==> src/rtl/tilemap_read_arbiter.sv <==
// Round-robin arbiter that shares the tilemap read port between NUM_REQ clients, optionally
// giving requester 0 absolute priority. Only one read is in flight at a time.
module tilemap_read_arbiter #(
  parameter int unsigned NUM_REQ     = 3,
  parameter int unsigned ADDR_WIDTH  = 15,
  parameter int unsigned DATA_WIDTH  = 3,
  parameter int unsigned MEM_LATENCY = 1,
  parameter bit          PRIORITY0   = 1'b0
) (
  input  logic                          clock,
  input  logic                          reset,
  input  logic [NUM_REQ-1:0]            req,
  input  logic [NUM_REQ*ADDR_WIDTH-1:0] addr,
  input  logic [DATA_WIDTH-1:0]         mem_data,
  output logic [ADDR_WIDTH-1:0]         mem_address,
  output logic [NUM_REQ-1:0]            gnt,
  output logic [NUM_REQ-1:0]            rvalid,
  output logic [DATA_WIDTH-1:0]         rdata,
  output logic                          busy
);

  localparam int unsigned IdxW = $clog2(NUM_REQ);
  localparam int unsigned CntW = (MEM_LATENCY > 2) ? $clog2(MEM_LATENCY) : 1;

  typedef enum logic [1:0] {StIdle, StIssue, StWait, StReturn} state_e;

  state_e                  state_q, state_d;
  logic [IdxW-1:0]         ptr_q, ptr_d;
  logic [IdxW-1:0]         owner_q, owner_d;
  logic [CntW-1:0]         cnt_q, cnt_d;
  logic [ADDR_WIDTH-1:0]   addr_q, addr_d;
  logic [DATA_WIDTH-1:0]   rdata_q, rdata_d;
  logic [NUM_REQ-1:0]      gnt_q, gnt_d;
  logic [NUM_REQ-1:0]      rvalid_q, rvalid_d;

  logic                    win_valid;
  logic [IdxW-1:0]         win_idx;
  logic [IdxW-1:0]         cand;

  // Scan from the farthest candidate back to ptr+1 so the nearest requester wins.
  always_comb begin
    win_valid = 1'b0;
    win_idx   = '0;
    cand      = '0;
    for (int k = NUM_REQ; k >= 1; k--) begin
      cand = IdxW'((int'(ptr_q) + k) % int'(NUM_REQ));
      if (req[cand]) begin
        win_valid = 1'b1;
        win_idx   = cand;
      end
    end
    if (PRIORITY0 && req[0]) begin
      win_valid = 1'b1;
      win_idx   = '0;
    end
  end

  always_comb begin
    state_d  = state_q;
    ptr_d    = ptr_q;
    owner_d  = owner_q;
    cnt_d    = cnt_q;
    addr_d   = addr_q;
    rdata_d  = rdata_q;
    gnt_d    = '0;
    rvalid_d = '0;
    unique case (state_q)
      StIdle: begin
        if (win_valid) begin
          state_d        = StIssue;
          ptr_d          = win_idx;
          owner_d        = win_idx;
          addr_d         = addr[win_idx*ADDR_WIDTH +: ADDR_WIDTH];
          gnt_d[win_idx] = 1'b1;
        end
      end
      StIssue: begin
        cnt_d   = CntW'(MEM_LATENCY - 1);
        state_d = StWait;
      end
      StWait: begin
        if (cnt_q == '0) begin
          rdata_d           = mem_data;
          rvalid_d[owner_q] = 1'b1;
          state_d           = StReturn;
        end else begin
          cnt_d = cnt_q - CntW'(1);
        end
      end
      StReturn: state_d = StIdle;
      default:  state_d = StIdle;
    endcase
  end

  always_ff @(posedge clock or posedge reset) begin
    if (reset) begin
      state_q  <= StIdle;
      ptr_q    <= IdxW'(NUM_REQ - 1);
      owner_q  <= '0;
      cnt_q    <= '0;
      addr_q   <= '0;
      rdata_q  <= '0;
      gnt_q    <= '0;
      rvalid_q <= '0;
    end else begin
      state_q  <= state_d;
      ptr_q    <= ptr_d;
      owner_q  <= owner_d;
      cnt_q    <= cnt_d;
      addr_q   <= addr_d;
      rdata_q  <= rdata_d;
      gnt_q    <= gnt_d;
      rvalid_q <= rvalid_d;
    end
  end

  assign mem_address = addr_q;
  assign gnt         = gnt_q;
  assign rvalid      = rvalid_q;
  assign rdata       = rdata_q;
  assign busy        = (state_q != StIdle);

endmodule
==> config.mk <==
export PLATFORM = sky130hd
export DESIGN_NAME = tilemap_read_arbiter
export DESIGN_NICKNAME = d
export VERILOG_FILES = /design/src/rtl/tilemap_read_arbiter.sv
export SDC_FILE = /design/constraint.sdc
export NUM_CORES = 1
export LEC_CHECK = 0
export CORE_MARGIN = 2
export CORE_UTILIZATION = 40
export DETAILED_ROUTE_END_ITERATION = 7
export GPL_ROUTABILITY_DRIVEN = 1
export PLACE_DENSITY = 0.89
export SETUP_SLACK_MARGIN = 0.5
export SLEW_MARGIN = 20
export SYNTH_ARGS = -nofsm -noshare
export SYNTH_HDL_FRONTEND = slang
export SYNTH_SLANG_ARGS = --single-unit
==> constraint.sdc <==
create_clock -name clock -period 3.38 [get_ports clock]
set_clock_uncertainty 0.05 [all_clocks]
set_input_delay 0.338 -clock clock [delete_from_list [all_inputs] [get_ports clock]]
set_output_delay 0.338 -clock clock [all_outputs]
set_load 0.02 [all_outputs]
# Yosys cells after proc, flatten, opt, wreduce, memory -nomap -nowiden
# Cells that the tools add are included.
classes:
  addsub: 4
  multipliers: 1
  div: 3
  order_cmp: 7
  eq_ne: 5
  shift: 1
  mux: 25
  n_bitwise: 1
  reduce_logical: 8
op_table:
  columns: ["op", "count"]
  rows:
  - ["modulo 32 x 3 -> 32 bit (second input constant)", 3]
  - ["indexed part select 45 x 7 -> 15 bit", 1]
  - ["less-than comparator 2 x 3 -> 1 bit (second input constant)", 5]
  - ["two-way mux 3 bit", 4]
  - ["two-way mux 2 bit", 5]
  - ["two-way mux 1 bit", 9]
  - ["one-hot mux 2 bit (4 select lines)", 1]
  - ["adder 2 x 2 -> 3 bit (second input constant)", 2]
  - ["binary-select mux 1 bit (select 2 bit)", 3]
  - ["multiplier 2 x 4 -> 6 bit (second input constant)", 1]
  - ["AND reduction 2 bit", 3]
  - ["demux 1 bit (select 2 bit)", 2]
  - ["equality test 2 bit (second input constant)", 2]
  - [">= comparator 2 x 1 -> 1 bit (second input constant)", 2]
  - ["inequality test 2 bit (second input constant)", 2]
  - ["nonzero test 2 bit", 2]
  - ["adder 2 x 1 -> 3 bit (second input constant)", 1]
  - ["equality test 2 x 1 -> 1 bit (second input constant)", 1]
  - ["logical AND 1 bit", 2]
  - ["logical NOT 2 bit", 1]
  - ["one-hot mux 1 bit (2 select lines)", 1]
  - ["NOT 1 bit", 1]
  - ["subtractor 1 bit (second input constant)", 1]
word_totals:
  register_bits: 31
  inputBits: 53
  out_inout_bits: 25

# Depth between registers and ports, before layout
# Gate-level depths: netlist of the first run.
logic_depth:
  word_depth: 13
  ltp_mapped: 11

# Worst setup path before layout of the first run
# Ideal clock, no wire load.
synth_timing:
  path_kind: "reg2reg"
  start: "register ptr_q[1]"
  end: "register addr_q[0], in the netlist mem_address[0]"
  t_arrival_ps: 2174
  required_ps: 3202
  setup_slack_ps: 1029
  path_stages_with_launch: 10
  path_buffers: 2
  path_cell_list: "dfstp_2 inv_1 ha_1 buf_4 mux2i_4 a21oi_1 a22oi_4 buf_12 mux2i_1 o211ai_2"
synth_via:
  elab_chain_len: 9
  word_cells_on_any_way: 21
  classes_between: "add/sub: 3; mul: 1; div: 3; shift: 1; mux: 12; reduce/logical: 1"
synth_rtl:
  columns: ["item", "line", "source"]
  rows:
  - ["start, declared", "28", "logic [IdxW-1:0] ptr_q, ptr_d;"]
  - ["start signal, assigned", "98", "ptr_q <= IdxW'(NUM_REQ - 1);"]
  - ["start signal, assigned", "107", "ptr_q <= ptr_d;"]
  - ["adder 2 x 2 -> 3 bit", "46", "cand = IdxW'((int'(ptr_q) + k) % int'(NUM_REQ));"]
  - ["modulo 32 x 3 -> 32 bit", "46", null]
  - ["binary-select mux 1 bit (select 2 bit)", "47", "if (req[cand]) begin"]
  - ["two-way mux 1 bit (not written as such)", "47", null]
  - ["two-way mux 2 bit (3 in series)", "47", null]
  - ["multiplier 2 x 4 -> 6 bit", "73", "addr_d = addr[win_idx*ADDR_WIDTH +: ADDR_WIDTH];"]
  - ["indexed part select 45 x 7 -> 15 bit", "73", null]
  - ["end signal, assigned", "110", "addr_q <= addr_d;"]
  - ["end, declared", "31", "logic [ADDR_WIDTH-1:0] addr_q, addr_d;"]
# Parallel ways exist; a longest one is shown, timed or not. The select of a mux whose other input is x is not followed.
# A chain may end at the register's enable or synchronous reset.

# Worst setup path after layout of the first run
layout_timing:
  start: "register ptr_q[0]"
  end: "register addr_q[3], in the netlist mem_address[3]"
# The elaborated chain is that of the path after synthesis.

==> results of run 1 <==
==> synthesized netlist by cell type (all sizes together) <==
master,count
inv,10
dfstp,1
and2,1
ha,6
o22ai,1
clkbuf,2
a21boi,1
nor2,5
nand2,19
o21ai,6
a22oi,1
o31ai,1
a21o,2
a21oi,4
mux2,4
o2111ai,1
buf,6
and3,1
nor3,1
nand2b,4
nand3b,1
mux2i,19
a31oi,1
nor3b,3
dfrtp,28
nand3,15
o211ai,15
==> logic make-up (layout without fill, tap and decap cells) <==
kind of cell,Yosys count,count (layout),synth area share
adder cells (fa/ha/maj),6,6,0.0445
multiplexers,23,23,0.147
AO/OA/AOI/OAI,33,33,0.170
buffers and inverters,18,103,0.0593
AND/OR/NAND/NOR,50,50,0.148
flip-flops,29,29,0.431
==> cell type report <==
class,count,area share
clock buffer,8,0.0344
inverter,10,0.0143
multi-input combinational,112,0.328
sequential,29,0.277
tap,50,0.0239
timing repair buffer,85,0.322
==> state kept, by name, indices dropped and copies added (netlist names) <==
signal,count
gnt,3
mem_address,15
owner_q,1
ptr_q,2
rdata,3
rvalid,3
state_q,2
==> worst register-to-register path, stage by stage, from the launching register on <==
cell	delay, ns
dfrtp_1	0.43
inv_1	0.14
ha_1	0.32
mux2i_1	0.37
o21ai_0	0.15
nor3_2	0.34
nor2_4	0.09
nand2b_1	0.25
buf_4	0.28
o211ai_1	0.13
==> layer usage <==
| layer | track usage | vias to the layer above | routed length [um] |
|---|---|---|---|
| met1 | 0.231 | 696 | 1720 |
| met4 | 0.0588 | 0 | 119 |
| met5 | 0 | - | 0 |
| met2 | 0.329 | 59 | 2220 |
| met3 | 0.0649 | 12 | 297 |
| li1 | - | 732 | - |
==> power breakdown <==
| part | switching (W) | total (W) | leakage (nW) | internal [W] |
|---|---|---|---|---|
| logic | 0.000942 | 0.00178 | 0.727 | 0.000838 |
| registers | 0.0000929 | 0.000611 | 0.362 | 0.000518 |
| clock network | 0.000123 | 0.000288 | 0.0455 | 0.000166 |
| total | 0.00116 | 0.00268 | 1.13 | 0.00152 |
==> metrics by stage <==
stage	total power, W	instance area [um2]
after floorplan	0.00182	1690
after global placement	0.00223	2480
after detailed placement	0.00229	2480
after CTS	0.00258	2570
after global routing	0.00287	2620
final	0.00268	2620
==> repair_timing <==
action / CTS / global route
resized for setup: 0 / 0
buffers inserted: 0 / 5
setup endpoints to repair: 0 / 15
==> worst paths after layout <==
path | endpoint | from
worst max-delay path | mem_address[3]$_DFFE_PP0P_ | ptr_q[0]$_DFFE_PP0P_
worst min-delay path | mem_address[14]$_DFFE_PP0P_ | reset
worst max register to register | mem_address[3]$_DFFE_PP0P_ | ptr_q[0]$_DFFE_PP0P_
worst min register to register | rvalid[1]$_DFF_PP0_ | owner_q[1]$_DFFE_PP0P_
max in group asynchronous | mem_address[8]$_DFFE_PP0P_ | reset
min in group clock | rvalid[1]$_DFF_PP0_ | owner_q[1]$_DFFE_PP0P_
==> flow_summary.toml, run 1 <==
[critical_path]
required_ns = 3.48
rr_worst_depth = 9
cp_max_fo = 12
ff2ff_setup_slack_ns = 0.70
crit_family = "simple AND/OR/NAND/NOR gates"
critPathKind = "reg2reg"
cp_slowest_stage_delay_ns = 0.43
crit_buf_inv = 2
crit_path_top_delay_cell = "dfrtp_1"
cp-start-kind = "flip-flop"
crit_cells = 9
critPathCaptureType = "flip-flop"
crit_chain = "inv_1, ha_1, mux2i_1, o21ai_0, nor3_2, nor2_4, nand2b_1, buf_4, o211ai_1"
cp.arrival_ns = 2.78

[finish]
fin_cells = 294
nNetsFinal = 302
antennaDiodeCount = 0
final_common_cell = "clkdlybuf4s50_1"
drive_gt1_frac = 0.139
multi_input_area_um2 = 860
post-route-util = 0.650
most-common-layout-cells = "clkdlybuf4s50_1 (77), dfrtp_1 (28), nand2_1 (19)"
n_fill_cell = 316
area_growth_pct = 55.3
seq_area_um2 = 727

[drt]
drt_wl_total_um = 4360
wl_per_cell_um = 14.8
drtIter0Drc = 93
drc = 0
first_pass_iters = 5
drt-vias-per-instance = 5.10
dr_total_vias = 1499
drtAntennaViolNets = 0

[floorplanning]
rows = 23
initial_utilization = 0.419
die_w_um = 68.9
ios = 78
die-area_um2 = 4750
coreArea_um2 = 4030
die_h_um = 68.9

[clocking]
clock_path_buffers = 2
clk_latency_ns = 0.28
cts.sinks = 29
cts_root_buf = "clkbuf_8"
htree_levels = 2
cts_made_buffers = 5
cts_tree = "yes"
path_clk_slew_ns = 0.06
holdBufCountCts = 0

[yosys]
synth_top_area_share = 0.415
yosysUniqueCellTypes = 32
post_synth.cell_area_avg_um2 = 10.6
synth.cell_area_um2 = 1690
synth_seq_cells = 29
synth_area_leaders = "dfrtp_1 (42%), mux2i_1 (11%), o211ai_2 (6.7%), ha_1 (4.5%), nand3_1 (4.5%)"
synth_nets = 218
syn_inst = 159
yosysSeqAreaShare = 0.431
ys_warn_count = 0
synth_largest_area_cell = "dfrtp_1"

[timing]
hold_slack_ns = 0.393
worst_slack_ns = 0.698
worst_pin_slew_ns = 0.580
hold_viol = 0
max-slew-margin-rel = 0.613
setup_viol = 0
min_period_ns = 2.68
rsz0062_at_grt = "true"
finalCritPeriodShare = 0.793
maxSlewViolCount = 0
fin_setup_tns_ns = 0
max_freq_mhz = 373

[power_and_ir_drop]
power_density_nw_per_um2 = 1020
leakagePower_nw = 1.13
peakVddDrop_mv = 0.419

[grt]
grt_start_max_net_pins = 30
grt_pass1_wl_um = 6710
first_global_vias = 1469
antenna_found_initial = 0
track_usage = 0.193
overflow = 0

[run]
maxCapViolations = 0

[place]
pre_cts_ws_ns = 0.547
hpwlAfterDp_um = 3290
placed_cells = 281
port_buffers = 77
place.gp.congestion = 0.815

[worst_hold_path]
hp-class = "in2async"

[status]
status = "completed"
(Power assumes the default switching activity.)
==> inputs of run 2 (changes only) <==
--- a/config.mk
+++ b/config.mk
@@ -6,10 +6,10 @@
 export NUM_CORES = 1
 export LEC_CHECK = 0
 export CORE_MARGIN = 2
-export CORE_UTILIZATION = 40
+export CORE_UTILIZATION = 37
 export DETAILED_ROUTE_END_ITERATION = 7
 export GPL_ROUTABILITY_DRIVEN = 1
-export PLACE_DENSITY = 0.89
+export PLACE_DENSITY = 0.87
 export SETUP_SLACK_MARGIN = 0.5
 export SLEW_MARGIN = 20
 export SYNTH_ARGS = -nofsm -noshare
==> constraint.sdc (replaced) <==
create_clock -name clock -period 2.27 [get_ports clock]
set_clock_uncertainty 0.05 [all_clocks]
set_input_delay 0.227 -clock clock [delete_from_list [all_inputs] [get_ports clock]]
set_output_delay 0.227 -clock clock [all_outputs]
set_load 0.02 [all_outputs]
==> flow_summary.toml, run 2 (synthesis results as in run 1) <==
[critical_path]
cp.arrival_ns = 2.46
cp_max_fo = 8
critPathKind = "reg2reg"
required_ns = 2.39
cp-start-kind = "flip-flop"
critPathCaptureType = "flip-flop"

[clocking]
cts_tree = "yes"
path_clk_slew_ns = 0.06
htree_levels = 2
cts_root_buf = "clkbuf_8"
cts.sinks = 29
clk_latency_ns = 0.28
clock_path_buffers = 2
cts_made_buffers = 5

[timing]
max-slew-margin-rel = 0.754
setup_viol = 15
max_freq_mhz = 426
hold_viol = 0
worst_pin_slew_ns = 0.369
maxSlewViolCount = 0
min_period_ns = 2.34
rsz0062_at_grt = "true"
finalCritPeriodShare = 1.03
worst_slack_ns = -0.0747
fin_setup_tns_ns = -0.694

[drt]
drt-vias-per-instance = 5.32
drtIter0Drc = 71
drtAntennaViolNets = 0
dr_total_vias = 1696
first_pass_iters = 6
wl_per_cell_um = 17.2
drt_wl_total_um = 5490
drc = 0

[floorplanning]
coreArea_um2 = 4380
die_w_um = 71.5
die_h_um = 71.5
initial_utilization = 0.385
rows = 24
die-area_um2 = 5110
ios = 78

[place]
pre_cts_ws_ns = -0.101
hpwlAfterDp_um = 3470
place.gp.congestion = 0.856
port_buffers = 77

[grt]
grt_pass1_wl_um = 8310
overflow = 0
antenna_found_initial = 0
first_global_vias = 1714
track_usage = 0.212
grt_start_max_net_pins = 30

[finish]
n_fill_cell = 340
largest_register_ffs = 15
seq_area_um2 = 727
post-route-util = 0.686
antennaDiodeCount = 0
most-common-layout-cells = "clkdlybuf4s50_1 (76), dfrtp_1 (28), buf_4 (21)"
area_growth_pct = 78.3
nNetsFinal = 325
drive_gt1_frac = 0.303
final_common_cell = "clkdlybuf4s50_1"
multi_input_area_um2 = 1020

[worst_hold_path]
hp-class = "in2async"

[power_and_ir_drop]
power.total_w = 0.00502
power_density_nw_per_um2 = 1670
leakagePower_nw = 1.28
peakVddDrop_mv = 0.802

[run]
maxCapViolations = 0

[status]
violations = "setup timing"
status = "finished, violations left"
==> run 2: critical path, stage by stage (launching register included) <==
cell and delay (ns):
dfstp_2 0.55, inv_2 0.06, ha_4 0.18, mux2i_2 0.17, o22ai_2 0.22, o2111ai_2 0.17
a22oi_4 0.22, buf_6 0.14, buf_16 0.14, mux2i_2 0.24, o211ai_2 0.09
==> run 2: power breakdown <==
part / internal [W] / leakage [nW] / switching [W]
combinational: 0.00192 / 0.878 / 0.00179
sequential: 0.000772 / 0.362 / 0.000135
clock: 0.000212 / 0.0450 / 0.000194
total: 0.00290 / 1.28 / 0.00212
==> run 2: final timing paths <==
| path | start | end | slack, ns | cells after the start |
|---|---|---|---|---|
| min in group clock | owner_q[1]$_DFFE_PP0P_ | rvalid[1]$_DFF_PP0_ | 0.43 | 1 |
| setup reg to reg | ptr_q[1]$_DFFE_PP1P_ | mem_address[11]$_DFFE_PP0P_ | -0.07 | 10 |
| hold reg to reg | owner_q[1]$_DFFE_PP0P_ | rvalid[1]$_DFF_PP0_ | 0.43 | 1 |
| max in group asynchronous | reset | ptr_q[1]$_DFFE_PP1P_ | 1.58 | 3 |
| hold / removal | reset | gnt[1]$_DFF_PP0_ | 0.27 | 3 |
| setup / recovery | ptr_q[1]$_DFFE_PP1P_ | mem_address[11]$_DFFE_PP0P_ | -0.07 | 10 |
==> run 2: metal layers <==
layer | global-route usage | wire length (um) | vias up
met1 | 0.242 | 2080 | 808
met5 | 0 | 0 | -
met4 | 0.0943 | 197 | 0
met2 | 0.365 | 2860 | 88
met3 | 0.0633 | 347 | 20
li1 | - | - | 780
==> run 2: through the flow <==
| stage | cell area, um2 | hold slack, ns | instances |
|---|---|---|---|
| floorplan | 1720 | 0.254 | 159 |
| detailed placement | 2600 | 0.424 | 293 |
| CTS | 2880 | 0.273 | 313 |
| global placement | 2600 | 0.412 | 293 |
| global route | 3010 | 0.302 | 319 |
| finish | 3010 | 0.271 | 319 |
==> run 2: final cells by class <==
cell class / count / area share
Tap cell: 52 / 0.0216
Clock inverter: 2 / 0.00333
Clock buffer: 6 / 0.0241
Sequential cell: 29 / 0.242
Timing Repair Buffer: 108 / 0.357
Multi-Input combinational cell: 112 / 0.340
Inverter: 10 / 0.0125
==> run 2: timing repair <==
action,CTS,global route
pin swaps,12,7
resized for setup,21,18
hold buffers,0,0
hold endpoints to repair,0,0
cloned,1,0
setup buffers,11,6
setup endpoints to repair,24,24
==> inputs of run 3 (changes only) <==
--- a/config.mk
+++ b/config.mk
@@ -6,11 +6,11 @@
 export NUM_CORES = 1
 export LEC_CHECK = 0
 export CORE_MARGIN = 2
-export CORE_UTILIZATION = 37
+export CORE_UTILIZATION = 40
 export DETAILED_ROUTE_END_ITERATION = 7
 export GPL_ROUTABILITY_DRIVEN = 1
-export PLACE_DENSITY = 0.87
-export SETUP_SLACK_MARGIN = 0.5
+export PLACE_DENSITY = 0.89
+export SETUP_SLACK_MARGIN = 0.15
 export SLEW_MARGIN = 20
 export SYNTH_ARGS = -nofsm -noshare
 export SYNTH_HDL_FRONTEND = slang
==> constraint.sdc (replaced) <==
create_clock -name clock -period 2.4 [get_ports clock]
set_clock_uncertainty 0.05 [all_clocks]
set_input_delay 0.24 -clock clock [delete_from_list [all_inputs] [get_ports clock]]
set_output_delay 0.24 -clock clock [all_outputs]
set_load 0.02 [all_outputs]
==> flow_summary.toml, run 3 (synthesis results as in run 1) <==
[clocking]
cts_made_buffers = 5
cts_tree = "yes"
path_clk_slew_ns = 0.07
clk_latency_ns = 0.29
cts_root_buf = "clkbuf_8"
clock_path_buffers = 2
cts.sinks = 29
htree_levels = 2

[grt]
antenna_found_initial = 0
grt_pass1_wl_um = 6980
grt_start_max_net_pins = 30
first_global_vias = 1553
overflow = 0
track_usage = 0.207

[timing]
hold_slack_ns = 0.275
min_period_ns = 2.29
setup_viol = 0
fin_setup_tns_ns = 0
max-slew-margin-rel = 0.713
worst_slack_ns = 0.109
rsz0062_at_grt = "true"
worst_pin_slew_ns = 0.426
hold_viol = 0
finalCritPeriodShare = 0.954
max_freq_mhz = 437
maxSlewViolCount = 0

[power_and_ir_drop]
seq_power_share = 0.201
power.total_w = 0.00428
power_density_nw_per_um2 = 1520
cell_internal_pwr_w = 0.00250
leakagePower_nw = 1.20
p_sw_w = 0.00179
p_clk_frac = 0.105
peakVddDrop_mv = 0.732
switching_share = 0.417
p_comb_frac = 0.694

[finish]
final_common_cell = "clkdlybuf4s50_1"
antennaDiodeCount = 0
largest_register_ffs = 15
area_growth_pct = 66.6
nNetsFinal = 310
fin_cells = 302
drive_gt1_frac = 0.226
most-common-layout-cells = "clkdlybuf4s50_1 (77), dfrtp_1 (27), nand2_1 (19)"
n_fill_cell = 293

[place]
port_buffers = 77
place.gp.congestion = 0.805
placed_cells = 285
hpwlAfterDp_um = 3610
pre_cts_ws_ns = 0.0754

[critical_path]
cp-start-kind = "flip-flop"
critPathCaptureType = "flip-flop"
cp.arrival_ns = 2.41
cp_common_cell = "mux2i_1"
cp_max_fo = 8
crit_path_top_delay_cell = "dfstp_2"
critPathKind = "reg2reg"
required_ns = 2.52
crit_chain = "inv_2, ha_4, mux2i_1, mux2i_4, buf_4, a22oi_4, clkbuf_16, mux2i_1, o211ai_2"
crit_family = "multiplexers"
crit_buf_inv = 3
cp_slowest_stage_delay_ns = 0.57

[floorplanning]
die_h_um = 68.9
die_w_um = 68.9
rows = 23
ios = 78
coreArea_um2 = 4030
initial_utilization = 0.419
die-area_um2 = 4750

[worst_hold_path]
hp-class = "in2async"

[drt]
drt-vias-per-instance = 5.29
drc = 0
drtAntennaViolNets = 0
first_pass_iters = 4
drt_wl_total_um = 4970
drtIter0Drc = 59
wl_per_cell_um = 16.4
dr_total_vias = 1598

[run]
maxCapViolations = 0

[status]
status = "completed"
[run 3: area by class of cell]
class / instances / area [um2] / share of cell area
clock buffers: 7 / 96.3 / 0.0343
repair buffers: 93 / 946 / 0.337
clock inverters: 1 / 5.00 / 0.00178
multi-input cells: 112 / 935 / 0.333
inverters: 10 / 37.5 / 0.0134
flip-flops and latches: 29 / 728 / 0.259
well taps: 50 / 62.6 / 0.0223
[run 3: through the flow]
stage / utilization / cell area (um2)
floorplan: - / 1720
global placement: 0.640 / 2580
detailed placement: 0.640 / 2580
CTS: 0.674 / 2710
global route: 0.698 / 2810
finish: 0.698 / 2810
[run 3: final timing paths]
kind                                              from                          end  slack, ns  depth (start not counted)
worst max-delay path              ptr_q[1]$_DFFE_PP1P_   mem_address[2]$_DFFE_PP0P_       0.11                          9
worst min-delay path                             reset  mem_address[11]$_DFFE_PP0P_       0.28                          3
worst max register to register    ptr_q[1]$_DFFE_PP1P_   mem_address[2]$_DFFE_PP0P_       0.11                          9
worst min register to register  owner_q[1]$_DFFE_PP0P_          rvalid[0]$_DFF_PP0_       0.43                          1
max in group asynchronous                        reset         ptr_q[1]$_DFFE_PP1P_       1.71                          3
min in group clock              owner_q[1]$_DFFE_PP0P_          rvalid[0]$_DFF_PP0_       0.43                          1
[run 3: power groups by stage]
| stage | sequential (W) | clock (W) | combinational (W) |
|---|---|---|---|
| 2_1_floorplan | 0.00107 | 0 | 0.00156 |
| 3_3_place_gp | 0.000848 | 0 | 0.00256 |
| 3_5_place_dp | 0.000863 | 0 | 0.00262 |
| 4_1_cts | 0.000859 | 0.000459 | 0.00270 |
| 5_1_grt | 0.000885 | 0.000482 | 0.00319 |
| 6_report | 0.000859 | 0.000449 | 0.00297 |
[run 3: tightest hold or removal path, stage by stage]
cell and delay [ns]:
clkdlybuf4s50_1 0.40, inv_1 0.05, buf_4 0.34
[run 3: per-layer routing]
metal,GRT usage,share of wire
met1,0.221,0.36
met2,0.351,0.53
met3,0.0666,0.066
met4,0.130,0.041
met5,0,0
[run 3: timing repair]
item | 4_1_cts | 5_1_grt
gates cloned | 0 | 1
resized for setup | 2 | 10
hold endpoints to repair | 0 | 0
buffers inserted | 4 | 4
hold buffers | 0 | 0
endpoints found under the setup margin | 16 | 20
pin swaps | 1 | 6
